==> src/rtl/rv32i_package.sv <==
`default_nettype none
// +--------------------------------------------------------------------------+
// | rv32i_package : shared opcode constants, register/state types.           |
// | Rev 1.0                                                                  |
// +--------------------------------------------------------------------------+
package rv32i_package;

  localparam logic [4:0] OP_LOAD     = 5'b00000;
  localparam logic [4:0] OP_MISC_MEM = 5'b00011;
  localparam logic [4:0] OP_OP_IMM   = 5'b00100;
  localparam logic [4:0] OP_AUIPC    = 5'b00101;
  localparam logic [4:0] OP_STORE    = 5'b01000;
  localparam logic [4:0] OP_OP       = 5'b01100;
  localparam logic [4:0] OP_LUI      = 5'b01101;
  localparam logic [4:0] OP_BRANCH   = 5'b11000;
  localparam logic [4:0] OP_JALR     = 5'b11001;
  localparam logic [4:0] OP_JAL      = 5'b11011;
  localparam logic [4:0] OP_SYSTEM   = 5'b11100;

  typedef logic [4:0] reg_addr_t;

  typedef enum logic [1:0] {
    RUN   = 2'd0,
    DRAIN = 2'd1,
    DONE  = 2'd2
  } issue_state_t;

  // x0 maps to an empty mask so it can never become busy or hazard.
  function automatic logic [31:0] reg_onehot(input reg_addr_t a);
    return (a == 5'd0) ? 32'd0 : (32'd1 << a);
  endfunction

endpackage
`default_nettype wire

==> src/rtl/rv32i_scoreboard.sv <==
`default_nettype none
// +--------------------------------------------------------------------------+
// | rv32i_scoreboard : busy bits, in-flight counter, sticky wb error and     |
// | the combinational hazard lookup. Rev 1.0                                 |
// +--------------------------------------------------------------------------+
module rv32i_scoreboard
  import rv32i_package::*;
(
  input  logic        clk,
  input  logic        reset,
  input  logic        issue_fire,
  input  reg_addr_t   issue_rd,
  input  logic        wb_valid,
  input  reg_addr_t   wb_rd,
  input  logic        slot_valid,
  input  reg_addr_t   slot_rd,
  input  reg_addr_t   lk_rs1,
  input  reg_addr_t   lk_rs2,
  input  reg_addr_t   lk_rd,
  output logic        hazard,
  output logic [31:0] busy_mask,
  output logic [3:0]  inflight,
  output logic        wb_err
);

  logic [31:0] busy_q, busy_d;
  logic [3:0]  inflight_q, inflight_d;
  logic        wb_err_q, wb_err_d;

  logic [31:0] set_bit, wb_bit, clr_bit, pending;
  logic        wb_hit;

  always_comb begin
    set_bit    = issue_fire ? reg_onehot(issue_rd) : 32'd0;
    wb_bit     = wb_valid ? reg_onehot(wb_rd) : 32'd0;
    wb_hit     = |(wb_bit & busy_q);
    clr_bit    = wb_hit ? wb_bit : 32'd0;
    // Set is applied after clear so a same-register collision keeps the bit.
    busy_d     = (busy_q & ~clr_bit) | set_bit;
    inflight_d = inflight_q + {3'd0, |set_bit} - {3'd0, wb_hit};
    wb_err_d   = wb_err_q | (wb_valid & ~wb_hit);

    // Writeback bypass: a register retiring this cycle no longer blocks decode.
    pending    = (busy_q | (slot_valid ? reg_onehot(slot_rd) : 32'd0)) & ~wb_bit;
    hazard     = pending[lk_rs1] | pending[lk_rs2] | pending[lk_rd];
  end

  always_ff @(posedge clk) begin
    if (reset) begin
      busy_q     <= 32'd0;
      inflight_q <= 4'd0;
      wb_err_q   <= 1'b0;
    end else begin
      busy_q     <= busy_d;
      inflight_q <= inflight_d;
      wb_err_q   <= wb_err_d;
    end
  end

  assign busy_mask = busy_q;
  assign inflight  = inflight_q;
  assign wb_err    = wb_err_q;

endmodule
`default_nettype wire

==> src/rtl/rv32i_issue_ctrl.sv <==
`default_nettype none
// +--------------------------------------------------------------------------+
// | rv32i_issue_ctrl : single-entry issue slot with scoreboard-based stall,  |
// | flush and drain control. Rev 1.0                                         |
// +--------------------------------------------------------------------------+
module rv32i_issue_ctrl
  import rv32i_package::*;
#(
  parameter int unsigned MAX_INFLIGHT = 4
) (
  input  logic        clk,
  input  logic        reset,
  input  logic        dec_valid,
  output logic        dec_ready,
  input  logic [4:0]  dec_opcode,
  input  logic [2:0]  dec_funct3,
  input  logic [4:0]  dec_rs1_address,
  input  logic [4:0]  dec_rs2_address,
  input  logic [4:0]  dec_rd_address,
  output logic        iss_valid,
  input  logic        iss_ready,
  output logic [4:0]  iss_opcode,
  output logic [2:0]  iss_funct3,
  output logic [4:0]  iss_rs1_address,
  output logic [4:0]  iss_rs2_address,
  output logic [4:0]  iss_rd_address,
  input  logic        wb_valid,
  input  logic [4:0]  wb_rd_address,
  input  logic        flush,
  input  logic        drain_req,
  output logic        drain_done,
  output logic [31:0] busy_mask,
  output logic [3:0]  inflight,
  output logic        wb_err
);

  localparam logic [4:0] C_MAX = 5'(MAX_INFLIGHT);

  issue_state_t state_q, state_d;

  logic       valid_q, valid_d;
  logic [4:0] opcode_q, opcode_d;
  logic [2:0] funct3_q, funct3_d;
  logic [4:0] rs1_q, rs1_d;
  logic [4:0] rs2_q, rs2_d;
  logic [4:0] rd_q, rd_d;

  logic hazard, issue_fire, accept, slot_has_rd;

  rv32i_scoreboard u_scoreboard (
    .clk        (clk),
    .reset      (reset),
    .issue_fire (issue_fire),
    .issue_rd   (rd_q),
    .wb_valid   (wb_valid),
    .wb_rd      (wb_rd_address),
    .slot_valid (valid_q),
    .slot_rd    (rd_q),
    .lk_rs1     (dec_rs1_address),
    .lk_rs2     (dec_rs2_address),
    .lk_rd      (dec_rd_address),
    .hazard     (hazard),
    .busy_mask  (busy_mask),
    .inflight   (inflight),
    .wb_err     (wb_err)
  );

  always_comb begin
    slot_has_rd = valid_q & (rd_q != 5'd0);
    issue_fire  = valid_q & iss_ready & ~flush;
    // The occupied slot counts toward the cap because it will issue next.
    dec_ready   = ~reset & (state_q == RUN) & ~flush & ~hazard
                & (~valid_q | iss_ready)
                & (({1'b0, inflight} + {4'd0, slot_has_rd}) < C_MAX);
    accept      = dec_valid & dec_ready;

    valid_d  = valid_q;
    opcode_d = opcode_q;
    funct3_d = funct3_q;
    rs1_d    = rs1_q;
    rs2_d    = rs2_q;
    rd_d     = rd_q;
    if (flush) begin
      valid_d = 1'b0;
    end else if (accept) begin
      valid_d  = 1'b1;
      opcode_d = dec_opcode;
      funct3_d = dec_funct3;
      rs1_d    = dec_rs1_address;
      rs2_d    = dec_rs2_address;
      rd_d     = dec_rd_address;
    end else if (iss_ready) begin
      valid_d = 1'b0;
    end
  end

  always_comb begin
    state_d = state_q;
    unique case (state_q)
      RUN:   if (drain_req) state_d = DRAIN;
      DRAIN: begin
        if (!drain_req)                          state_d = RUN;
        else if (!valid_q && inflight == 4'd0)   state_d = DONE;
      end
      DONE:  if (!drain_req) state_d = RUN;
      default: state_d = RUN;
    endcase
  end

  always_ff @(posedge clk) begin
    if (reset) begin
      state_q  <= RUN;
      valid_q  <= 1'b0;
      opcode_q <= 5'd0;
      funct3_q <= 3'd0;
      rs1_q    <= 5'd0;
      rs2_q    <= 5'd0;
      rd_q     <= 5'd0;
    end else begin
      state_q  <= state_d;
      valid_q  <= valid_d;
      opcode_q <= opcode_d;
      funct3_q <= funct3_d;
      rs1_q    <= rs1_d;
      rs2_q    <= rs2_d;
      rd_q     <= rd_d;
    end
  end

  assign iss_valid       = valid_q;
  assign iss_opcode      = opcode_q;
  assign iss_funct3      = funct3_q;
  assign iss_rs1_address = rs1_q;
  assign iss_rs2_address = rs2_q;
  assign iss_rd_address  = rd_q;
  assign drain_done      = (state_q == DONE);

endmodule
`default_nettype wire

==> config.mk <==
export PLATFORM = sky130hd
export DESIGN_NAME = rv32i_issue_ctrl
export DESIGN_NICKNAME = d
export VERILOG_FILES = /design/src/rtl/rv32i_package.sv /design/src/rtl/rv32i_scoreboard.sv /design/src/rtl/rv32i_issue_ctrl.sv
export SDC_FILE = /design/constraint.sdc
export NUM_CORES = 1
export LEC_CHECK = 0
export BUFFER_PORTS_ARGS = -buffer_cell sky130_fd_sc_hd__buf_2
export CELL_PAD_IN_SITES_DETAIL_PLACEMENT = 1
export CELL_PAD_IN_SITES_GLOBAL_PLACEMENT = 1
export CORE_UTILIZATION = 25
export DETAILED_ROUTE_END_ITERATION = 7
export PLACE_DENSITY_LB_ADDON = 0.1
export SYNTH_ARGS = -nofsm -noshare
export SYNTH_HDL_FRONTEND = slang
export SYNTH_SLANG_ARGS = --single-unit
==> constraint.sdc <==
create_clock -name clk -period 3.8 [get_ports clk]
set_input_delay 0.57 -clock clk [delete_from_list [all_inputs] [get_ports clk]]
set_output_delay 0.57 -clock clk [all_outputs]
set_load 0.03 [all_outputs]
Yosys cells after proc, flatten, opt, wreduce, memory -nomap -nowiden:

Index checks and enable logic that the tools add are counted.

* bits in registers: 63
* input bits: 35
* word-level logic and storage cells: 82
* output and inout bits: 63

* add/sub/neg operators: 3
* magnitude comparators: 4
* mux-type cells: 19
* eq/ne operators: 5
* bitwise gates (word level): 26
* reduce and logical (&&, ||, !) cells: 13
* shift-type cells: 2

Operators with widths (count)
* $mux W32: 6
* $and A32 B32 Y32: 3
* $not A32 Y32: 2
* $or A32 B32 Y32: 2
* $reduce_or A32 Y1: 2
* $shl A1 B5 Y32 const A: 2
* $lt A5 B6 Y1 const B: 3
* $bmux W1 S5: 3
* $and A1 B1 Y1: 10
* $logic_not A5 Y1: 2
* $mux W2: 4
* $pmux W2 S3: 1
* $add A4 B1 Y5: 1
* $lt A5 B3 Y1 const B: 1
* $mux W1: 5
* $not A1 Y1: 5
* $reduce_bool A5 Y1: 1
* $add A4 B1 Y4: 1
* $logic_not A4 Y1: 1
* $ne A2 B2 Y1 const B: 2
* $or A1 B1 Y1: 4
* $sub A4 B1 Y4: 1
* $ne A3 B3 Y1 const B: 1
* $reduce_and A3 Y1: 1
* other kinds (8): 8

Longest topological paths before layout:

Gate-level depths: netlist of the first run.

* word-level depth: 15
* gate-level depth with buffers: 15
* mapped depth without buffers: 13

Hierarchy:

From an unflattened synthesis of the first run, not the netlist that was laid out.

* cells, all modules: 616
* area total of the unflattened synthesis: 4664.5 um2

Modules (own cells, without submodules)
* rv32i_scoreboard: area an instance 3509.6 um2, seq. area each 740.7 um2, instances 1, cells an instance 514
* rv32i_issue_ctrl: area an instance 1154.9 um2, seq. area each 520.5 um2, instances 1, cells an instance 102

Worst setup path before layout of the first run:

Ideal clock, no wire load.

* path type: input to output
* start point: in wb_rd_address[1]
* end point: out dec_ready
* path buffers: 2
* path slack: 355 ps
* stages: 10
* arrival: 2875 ps
* data required time: 3230 ps
* cells stage by stage: or4b_1 > buf_4 > nor2_4 > nor2_1 > mux4_2 > or3b_1 > o21ai_2 > o31a_4 > buf_6 > and2_1

* cells in the longest elaborated chain, start to end: 13
* elaborated cells between the ends (all ways): 18
* those cells by class: 1 x shift; 8 x mux; 8 x bitwise; 1 x reduce/logical

RTL lines
* start, declared: RTL line rv32i_issue_ctrl.sv:28 `input logic [4:0] wb_rd_address,`
* $logic_not A5 Y1 / $shl A1 B5 Y32 (equally long branches): RTL line rv32i_package.sv:30 `return (a == 5'd0) ? 32'd0 : (32'd1 << a);`
* $mux W32 *: RTL line rv32i_package.sv:30
* $mux W32 *: RTL line rv32i_scoreboard.sv:35 `wb_bit = wb_valid ? reg_onehot(wb_rd) : 32'd0;`
* $not A32 Y32 *: RTL line rv32i_scoreboard.sv:44 `pending = (busy_q | (slot_valid ? reg_onehot(slot_rd) : 32'd0)) & ~wb_bit;`
* $and A32 B32 Y32 *: RTL line rv32i_scoreboard.sv:44
* $bmux W1 S5: RTL line rv32i_scoreboard.sv:45 `hazard = pending[lk_rs1] | pending[lk_rs2] | pending[lk_rd];`
* $mux W1 (implied by the code): RTL line rv32i_scoreboard.sv:45
* $or A1 B1 Y1: RTL line rv32i_scoreboard.sv:45
* $or A1 B1 Y1 *: RTL line rv32i_scoreboard.sv:45
* $not A1 Y1 *: RTL line rv32i_issue_ctrl.sv:72 `dec_ready = ~reset & (state_q == RUN) & ~flush & ~hazard`
* $and A1 B1 Y1 *: RTL line rv32i_issue_ctrl.sv:72
* $and A1 B1 Y1 *: RTL line rv32i_issue_ctrl.sv:73 `& (~valid_q | iss_ready)`
* $and A1 B1 Y1 *: RTL line rv32i_issue_ctrl.sv:74 `& (({1'b0, inflight} + {4'd0, slot_has_rd}) < C_MAX);`
* end, declared: RTL line rv32i_issue_ctrl.sv:14 `output logic dec_ready,`

Every way passes the cells marked *; elsewhere a longest branch is shown, timed or not. The select of a mux whose other input is x is not followed.

Worst setup path after layout of the first run:

* start point: reg rd_q[2], in the netlist iss_rd_address[2]
* end point: out dec_ready

* cells in the longest elaborated chain, start to end: 13
* elaborated cells between the ends (all ways): 22
* those cells by class: 1 x add/sub; 1 x order compare; 1 x shift; 8 x mux; 9 x bitwise; 2 x reduce/logical

RTL lines
* start, declared: RTL line rv32i_issue_ctrl.sv:46 `logic [4:0] rd_q, rd_d;`
* start signal, assigned: RTL line rv32i_issue_ctrl.sv:126 `rd_q <= rd_d;`
* $logic_not A5 Y1 / $shl A1 B5 Y32 (equally long branches): RTL line rv32i_package.sv:30
* $mux W32: RTL line rv32i_package.sv:30
* $mux W32: RTL line rv32i_scoreboard.sv:44
* $or A32 B32 Y32: RTL line rv32i_scoreboard.sv:44
* $and A32 B32 Y32: RTL line rv32i_scoreboard.sv:44
* $bmux W1 S5: RTL line rv32i_scoreboard.sv:45
* $mux W1 (implied by the code): RTL line rv32i_scoreboard.sv:45
* $or A1 B1 Y1 (2 in series): RTL line rv32i_scoreboard.sv:45
* $not A1 Y1: RTL line rv32i_issue_ctrl.sv:72
* $and A1 B1 Y1: RTL line rv32i_issue_ctrl.sv:72
* $and A1 B1 Y1: RTL line rv32i_issue_ctrl.sv:73
* $and A1 B1 Y1 *: RTL line rv32i_issue_ctrl.sv:74

Marks and branches as above.

==> results.ini, run 1 <==
[clock_tree]
path_clk_slew_ns = 0.06
postCtsHoldBufs = 0
postCtsSetupBuffers = 0
cts_tree = built
clock-root-buffer = clkbuf_16
clock_sinks = 63
cts_buffers = 9
cts.path.max_buffers = 2
clock_latency_ns = 0.34
cts-htree-levels = 3

[global_route]
antenna_found_initial = 0
grt_pass1_wl_mm = 35.0
grt-ovfl-total = 0
grt_pass1_vias = 5642
grt_max_degree = 63
grt_usage_pct = 23.8

[place]
portBuffers = 97
place.gp.congestion = 0.890
hpwl_mm = 17.8
place_inst = 967

[drt]
num_vias = 5620
drtIter0Drc = 411
via_per_inst = 5.72
routed_wl_mm = 23.1
drtPass1Iterations = 5
final_antenna_net_count = 0
wl_per_cell_um = 23.5
drcViolationCount = 0

[timing]
post-route-min-period_ns = 3.70
finalSetupTns_ns = 0
slew_viol_final = 0
min_period_over_period_pct = 97.3
max-slew-margin-rel_pct = 53.4
finalClockSkew_ns = 0.00979
rsz0062_at_grt = no
setup_violations = 0
worst_pin_slew_ns = 0.699
max_freq_ghz = 0.270
hold_viol_final = 0
worst_hold_slack_ns = 0.421

[yosys]
yosys-top-cells-area = dfxtp_1 (26%), a21oi_1 (9.5%), mux4_2 (5.7%)
async_reset_ff_share_pct = 0
ys_seq_elements = 63
yosys.area.top_type = dfxtp_1
synth_cell_type_count = 76
synth_warnings = 0
syn_inst = 621
syn_avg_cell_area_um2 = 7.67
synth_top_area_share_pct = 26.5
synth-edff-count = 0
synth.cell_area_mm2 = 0.00477
synth_ff_type = dfxtp_1
syn_nets = 664
ys_seq_area_share_pct = 26.5

[floorplanning]
die_height_um = 140
core_mm2 = 0.0187
die_w_um = 140
rows = 50
die_area_mm2 = 0.0196
initial_core_util_pct = 25.5
ios = 98

[cells_and_area]
layout.nets = 787
antenna_cells = 0
drive_gt1_share_pct = 30.4
fin_cells = 983
nFillCells = 2280
final_core_util_pct = 32.8
layout_common_cells = buf_2 (97), a21oi_1 (88), buf_4 (70), nor2_1 (61), dfxtp_1 (57)
final_common_cell = buf_2
synthToLayoutAreaGrowth_pct = 28.8

[power_and_ir_drop]
ir_worst_vdd_mv = 0.191
finalPower_mw = 1.78
p_leak_nw = 2.39
powerDensity_mw_per_mm2 = 290

[critical_path]
end_kind = output port
crit_path_start_kind = flip-flop
reg2reg_to = iss_rs1_address[4]
r2r_slack_ns = 0.66
ff2ff_path_depth = 12
cp.required_ns = 3.23
cp.arrival_ns = 3.13
crit_fanout = 13
r2r-start = iss_rd_address[2]
path_class = flip-flop to output port

[min_path]
worstHoldPathCells = 2
min_from = flush
holdPathEnd = iss_valid
hold_path_class = input port to flip-flop

[run_status]
outcome = finished, final reports clean

[run]
maxCapViolCount = 0

layer usage:
layer / vias up / wire (um) / GRT usage, %
li1: 2589 / - / -
met1: 2829 / 10800 / 32.6
met2: 171 / 10700 / 38.4
met3: 31 / 1110 / 3.69
met4: 0 / 469 / 6.88
met5: - / 0 / 0
worst max-delay path: stages (launching register included):
cell and delay, ns:
dfxtp_2 0.41, buf_4 0.21, and2_1 0.16, a31oi_1 0.32, and3b_1 0.22, o311a_1 0.32
a211o_1 0.29, nor4_2 0.27, o211a_2 0.24, and2_1 0.15, buf_2 0.21
worst max-delay path by stage:
| stage | from | endpoint | slack [ns] | depth (start not counted) |
|---|---|---|---|---|
| CTS | iss_rd_address[3] | dec_ready | 0.02 | 10 |
| global route | wb_valid | dec_ready | 0.01 | 11 |
| finish | iss_rd_address[2] | dec_ready | 0.10 | 10 |
| detailed placement | wb_rd_address[2] | u_scoreboard.inflight[2] | 0.06 | 13 |
| floorplan | wb_rd_address[1] | dec_ready | 0.36 | 10 |
| global placement | wb_rd_address[2] | u_scoreboard.inflight[2] | 0.05 | 13 |
power by group:
group | total, mW | leakage, nW | internal (mW) | switching, mW
registers | 0.679 | 0.512 | 0.669 | 0.00991
clock network | 0.802 | 0.136 | 0.476 | 0.326
logic | 0.299 | 1.74 | 0.104 | 0.194
total | 1.78 | 2.39 | 1.25 | 0.530
registers in the layout, indices dropped and copies added, names as in the netlist, 2 cells and up:
| name | count |
|---|---|
| iss_rs1_address | 5 |
| iss_opcode | 5 |
| state_q | 2 |
| u_scoreboard.inflight | 4 |
| u_scoreboard.busy_mask | 32 |
| iss_rd_address | 5 |
| iss_rs2_address | 5 |
| iss_funct3 | 3 |
what timing repair did:
item / in CTS / in global routing
endpoints found under the setup margin: 1 / 1
gates cloned: 0 / 0
resized for setup: 4 / 10
endpoints found under the hold margin: 0 / 0
cells by family after synthesis:
family / after synthesis / synth area share (%)
mux: 18 / 6.98
xor+xnor: 3 / 0.551
flops: 63 / 26.5
fa+ha+maj: 8 / 2.26
buf+inv: 69 / 7.14
simple gates: 232 / 27.8
compound gates: 228 / 28.8
synth_stat cells, types with 5 or more instances:
cell	count
a211oi_1	6
a21oi_1	90
a22oi_1	7
a31oi_1	12
buf_2	23
buf_6	5
clkbuf_1	25
dfxtp_1	63
ha_1	7
inv_1	12
mux4_2	12
nand2_1	37
nand2b_1	13
nand3_1	9
nand4_1	29
nor2_1	61
nor2b_1	14
nor3_1	16
nor3b_1	6
o211ai_1	5
o21ai_0	45
o21ai_1	20
o22ai_1	5
stage by stage:
stage	setup WS, ns	cell area [um2]
global placement	0.0473	5820
floorplan	0.355	4770
detailed placement	0.0559	5820
finish	0.102	6140
global route	0.0121	6140
CTS	0.0197	6110
area by class of cell:
class	instances	area, um2	share of cell area (%)
Timing Repair Buffer	169	1050	17.1
Sequential cell	63	1270	20.7
Multi-Input combinational cell	489	3200	52.2
Clock buffer	13	260	4.24
Inverter	12	45.0	0.734
Tap cell	234	293	4.77
Clock inverter	3	17.5	0.285
Note: power is estimated with default switching activity, not from simulation.
==> run 2, diff against run 1 <==
--- a/config.mk
+++ b/config.mk
@@ -5,6 +5,7 @@
 export SDC_FILE = /design/constraint.sdc
 export NUM_CORES = 1
 export LEC_CHECK = 0
+export ABC_AREA = 1
 export BUFFER_PORTS_ARGS = -buffer_cell sky130_fd_sc_hd__buf_2
 export CELL_PAD_IN_SITES_DETAIL_PLACEMENT = 1
 export CELL_PAD_IN_SITES_GLOBAL_PLACEMENT = 1
==> results.ini, run 2 <==
[place]
place_inst = 1229
placed_area_mm2 = 0.00571
place.gp.congestion = 0.882
hpwl_mm = 17.2
portBuffers = 97

[timing]
rsz0062_at_grt = no
finalSetupTns_ns = 0
max_freq_ghz = 0.280
finalClockSkew_ns = 0.00931
max-slew-margin-rel_pct = 47.3
min_period_over_period_pct = 94.0
setup_violations = 0
post-route-min-period_ns = 3.57
hold_viol_final = 0
slew_viol_final = 0
worst_pin_slew_ns = 0.790

[yosys]
synth_top_area_share_pct = 25.4
ys_seq_area_share_pct = 25.4
syn_inst = 895
yosys-top-cells-area = dfxtp_1 (25%), nand2_1 (23%), nand3_1 (13%)
async_reset_ff_share_pct = 0
synth_ff_type = dfxtp_1
synthMostInstantiatedCell = nand2_1
synth_common_cells = nand2_1 (302), nand3_1 (128), inv_1 (110)
synth.cell_area_mm2 = 0.00496
synth_cell_type_count = 34
syn_nets = 938
ys_seq_elements = 63
syn_avg_cell_area_um2 = 5.54
synth-edff-count = 0
yosys.area.top_type = dfxtp_1
synth_warnings = 0

[floorplanning]
die_area_mm2 = 0.0204
die_w_um = 143
die_height_um = 143
rows = 51
ios = 98
initial_core_util_pct = 25.5
core_mm2 = 0.0195

[global_route]
grt_pass1_vias = 5918
grt_pass1_wl_mm = 33.9
antenna_found_initial = 0
grt_max_degree = 38
grt_usage_pct = 22.2
grt-ovfl-total = 0

[drt]
drcViolationCount = 0
routed_wl_mm = 22.1
via_per_inst = 4.83
final_antenna_net_count = 0
dr_wl_met3_um = 865
num_vias = 6010
wirelength_met1_mm = 11.0
drtIter0Drc = 460
drtPass1Iterations = 4
wl_met2_mm = 9.73
wl_per_cell_um = 17.7
dr.max_layer_used = met4

[run_status]
outcome = finished, final reports clean

[clock_tree]
clock_sinks = 63
path_clk_slew_ns = 0.06
postCtsSetupBuffers = 0
postCtsHoldBufs = 0
post_cts_resized = 0
cts_tree = built
clock-root-buffer = clkbuf_16
cts_buffers = 9
cts-htree-levels = 3
cts.path.max_buffers = 2
clock_latency_ns = 0.34

[critical_path]
cp.arrival_ns = 3.00
crit_fanout = 15
cp.required_ns = 3.23
end_kind = output port
crit_path_start_kind = flip-flop
path_class = flip-flop to output port

[cells_and_area]
layout.nets = 1018
nFillCells = 2604
fin_cells = 1245
postLayoutCellArea_mm2 = 0.00602
antenna_cells = 0
final_common_cell = nand2_1
largest_reg_flops = 32
synthToLayoutAreaGrowth_pct = 21.4
drive_gt1_share_pct = 16.8
layout_common_cells = nand2_1 (302), nand3_1 (128), inv_1 (110), buf_2 (97), nor2_1 (77)
multi_input_area_mm2 = 0.00298
seq_area_mm2 = 0.00126

[power_and_ir_drop]
ir_worst_vdd_mv = 0.207
p_leak_nw = 3.01
powerDensity_mw_per_mm2 = 310

[run]
maxCapViolCount = 0

[min_path]
hold_path_class = flip-flop to flip-flop

[run 2: cell types whose count changed in the layout (fill, tap and decap cells not counted), sizes merged, moves of 17 or more]
cell   before  now
nand2      37  302
inv        12  136
o21ai      66   11
nand3       9  129
a21oi      90   39
nor2       64   83
buf       169  113
nand4      30   47
[run 2: cell families after synthesis]
group | count (synthesis) | share of synthesized area, %
AOI/OAI and AO/OA | 64 | 7.19
xor gates and xnor gates | 1 | 0.177
adders and majority gates | 8 | 2.17
buffers and inverters | 184 | 14.6
and+or+nand+nor | 575 | 50.4
DFF | 63 | 25.4
[run 2: report_power, final]
group	internal, mW	switching [mW]	total, mW
Sequential	0.671	0.00895	0.680
Clock	0.561	0.341	0.901
Combinational	0.0824	0.205	0.287
[run 2: area by class of cell]
type / count / share of cell area (%)
Timing Repair Buffer: 113 / 10.3
Inverter: 140 / 8.73
Clock buffer: 13 / 4.49
Sequential cell: 63 / 20.9
Tap cell: 265 / 5.51
Multi-Input combinational cell: 648 / 49.4
Clock inverter: 3 / 0.665
[run 2: per-layer routing]
| layer | up-vias | GRT usage [%] |
|---|---|---|
| met5 | - | 0 |
| met4 | 0 | 6.45 |
| met3 | 22 | 3.72 |
| met2 | 133 | 34.7 |
| met1 | 2847 | 31.1 |
| li1 | 3008 | - |
[run 2: stage by stage]
step	setup WS, ns	hold slack [ns]	total power, mW	utilization [%]
floorplan	0.644	0.413	0.884	-
global placement	0.300	0.439	0.981	29.3
detailed placement	0.317	0.435	0.981	29.3
CTS	0.276	0.447	1.89	30.9
global route	0.0346	0.465	1.95	30.9
finish	0.229	0.442	1.87	30.9
[run 2: path summary, 6_finish.rpt]
path	from	end	slack [ns]	cells past startpoint
worst max-delay path	iss_rd_address[3]	dec_ready	0.23	14
worst min-delay path	state_q[1]	state_q[1]	0.44	1
worst max register to register	iss_rd_address[2]	iss_rs2_address[4]	0.47	18
worst min register to register	state_q[1]	state_q[1]	0.44	1
[run 2: worst max-delay path, stage by stage (launching register included)]
cell and delay (ns):
dfxtp_1 0.70, inv_2 0.25, nor2_1 0.35, nand3_1 0.11, nand2_1 0.09, nand2_1 0.15, nand2_1 0.10, nand3_1 0.09
nand3_1 0.15, nand3_1 0.09, nand2_1 0.07, nand2_1 0.05, nand2_1 0.18, nor4_1 0.08, buf_2 0.18
==> run 3, diff against run 2 <==
--- a/config.mk
+++ b/config.mk
@@ -14,4 +14,5 @@
 export PLACE_DENSITY_LB_ADDON = 0.1
 export SYNTH_ARGS = -nofsm -noshare
 export SYNTH_HDL_FRONTEND = slang
+export SYNTH_HIERARCHICAL = 1
 export SYNTH_SLANG_ARGS = --single-unit
==> constraint.sdc (replaced) <==
create_clock -name clk -period 3.95 [get_ports clk]
set_input_delay 0.5925 -clock clk [delete_from_list [all_inputs] [get_ports clk]]
set_output_delay 0.5925 -clock clk [all_outputs]
set_load 0.03 [all_outputs]
==> results.ini, run 3 <==
[drt]
num_vias = 5899
wl_per_cell_um = 16.6
drtIter0Drc = 329
drtPass1Iterations = 5
via_per_inst = 4.63
drcViolationCount = 0
routed_wl_mm = 21.1
final_antenna_net_count = 0

[timing]
worst_hold_slack_ns = 0.455
post-route-min-period_ns = 3.63
worst_pin_slew_ns = 0.596
hold_viol_final = 0
setup_violations = 0
finalSetupTns_ns = 0
slew_viol_final = 0
max-slew-margin-rel_pct = 60.2
rsz0062_at_grt = no
max_freq_ghz = 0.276
final_critical_path_setup_slack_ns = 0.323
finalClockSkew_ns = 0.00948
min_period_over_period_pct = 91.8

[yosys]
synth_top_area_share_pct = 26.0
synth_mux_area_share_pct = 0
yosys-top-cells-area = nand2_1 (26%), dfxtp_1 (25%), nand3_1 (12%)
ys_seq_area_share_pct = 25.4
synth_warnings = 6
synth_top_family_by_area = simple AND/OR/NAND/NOR gates
yosys.area.top_type = nand2_1
syn_inst = 917
async_reset_ff_share_pct = 0
syn_nets = 957
synth_adder_area_share_pct = 1.41
synth_common_cells = nand2_1 (345), inv_1 (149), nand3_1 (115)
ys_seq_elements = 63
synth-simple-area-share_pct = 50.3
synth.cell_area_mm2 = 0.00497
synthMostInstantiatedCell = nand2_1
synth_cell_type_count = 32
syn_avg_cell_area_um2 = 5.42
synth_ff_type = dfxtp_1
synthXorXnorAreaFrac_pct = 0.352
synth_compound_area_share_pct = 7.32
synth-edff-count = 0

[place]
place_inst = 1257
hpwl_mm = 16.7
place_ws_ns = 0.256
place.gp.congestion = 0.817
placed_area_mm2 = 0.00572
portBuffers = 97

[global_route]
grt-ovfl-total = 0
grt_usage_pct = 21.5
grt_max_degree = 39
antenna_found_initial = 0
grt_pass1_wl_mm = 33.0
grt_pass1_vias = 5837

[floorplanning]
initial_core_util_pct = 25.6
die_area_mm2 = 0.0205
ios = 98
rows = 51
core_mm2 = 0.0195
die_height_um = 143
die_w_um = 143

[power_and_ir_drop]
powerDensity_mw_per_mm2 = 285
combPwrFrac_pct = 15.4
switching_share_pct = 30.1
ir_worst_vdd_mv = 0.162
p_sw_mw = 0.516
p_seq_share_pct = 38.2
pwr-share-clk_pct = 46.4
p_leak_nw = 3.03
finalPower_mw = 1.72
p_int_mw = 1.20

[clock_tree]
postCtsSetupBuffers = 0
cts_buffers = 9
clock_sinks = 63
cts-htree-levels = 3
path_clk_slew_ns = 0.06
clock-root-buffer = clkbuf_16
cts.path.max_buffers = 2
clock_latency_ns = 0.34
cts_tree = built

[critical_path]
cp_slowest_stage_delay_ns = 0.40
slowest_stage = dfxtp_1
end_kind = output port
crit_buf_inv = 5
path_class = flip-flop to output port
crit_fanout = 11
critPathTopFamily = simple AND/OR/NAND/NOR gates
crit_path_start_kind = flip-flop
crit_top_cell = nand2_1
crit_chain = inv_1 > nor2_2 > inv_1 > o21ai_0 > nand2_1 > nand2_1 > nand3_1 > nand3_1 > nand3_1 > nand2_1 > nand2_1 > nand2_1 > inv_1 > nand2_1 > inv_1 > nand3_1 > nor2_4 > and2_1 > buf_2
cp.required_ns = 3.36
cp.arrival_ns = 3.03

[run_status]
outcome = finished, final reports clean

[cells_and_area]
antenna_cells = 0
postLayoutCellArea_mm2 = 0.00602
fin_cells = 1273
final_core_util_pct = 30.9
synthToLayoutAreaGrowth_pct = 21.1
layout.nets = 1043
largest_reg_flops = 32
final_common_cell = nand2_1
drive_gt1_share_pct = 13.9
layout_common_cells = nand2_1 (345), inv_1 (149), nand3_1 (115), buf_2 (97), nor2_1 (88)

[min_path]
hold_path_class = flip-flop to flip-flop

[run]
maxCapViolCount = 0

==> run 3: cell count changes in the layout (fill, tap and decap cells not counted), sizes merged, moves of 3 or more <==
cell	change
nor2	+11
nand2	+46
nor4	-5
or2	-4
o22ai	+8
o21ai	-4
ha	-3
inv	+15
nand3	-13
nand4	-19
==> run 3: path summary, 6_finish.rpt <==
path	start	endpoint	slack, ns	cells after the start
max reg2reg	iss_rd_address[1]	iss_opcode[2]	0.63	23
min reg2reg	u_scoreboard/wb_err	u_scoreboard/wb_err	0.46	2
max	iss_valid	dec_ready	0.32	19
min	u_scoreboard/wb_err	u_scoreboard/wb_err	0.46	2
==> run 3: logic make-up (layout without fill, tap and decap cells) <==
family / Yosys count / count (layout)
adders and majority gates: 5 / 5
DFF: 63 / 63
xor gates and xnor gates: 2 / 2
AOI/OAI and AO/OA: 65 / 65
buffers and inverters: 189 / 280
and+or+nand+nor: 593 / 593
==> run 3: what timing repair did <==
item,CTS,global route
gates resized for setup,0,1
setup endpoints to repair,0,1
hold buffers,0,0
==> run 3: power groups by stage <==
stage,registers [mW],logic (mW),clock network (mW)
after floorplan,0.686,0.155,0
after global placement,0.669,0.266,0
after detailed placement,0.670,0.266,0
after CTS,0.656,0.267,0.826
after global routing,0.657,0.298,0.843
final,0.655,0.264,0.797
==> run 3: cell type report <==
| type | count | area (um2) |
|---|---|---|
| Inverter | 153 | 574 |
| Multi-Input combinational cell | 665 | 2960 |
| Fill cell | 2642 | 13400 |
| Tap cell | 265 | 332 |
| Timing Repair Buffer | 111 | 603 |
| Clock buffer | 12 | 267 |
| Clock inverter | 4 | 28.8 |
| Sequential cell | 63 | 1260 |
==> run 3: worst min-delay path, cell delays in order (launching register included) <==
cell and delay (ns):
dfxtp_1 0.30, inv_1 0.05, a21oi_1 0.06
==> run 3: metal layers <==
| metal | vias up | track usage [%] | wire, um |
|---|---|---|---|
| met2 | 96 | 33.6 | 9210 |
| met5 | - | 0 | 0 |
| met3 | 23 | 3.32 | 686 |
| met1 | 2760 | 30.2 | 10900 |
| met4 | 0 | 6.51 | 286 |
| li1 | 3020 | - | - |
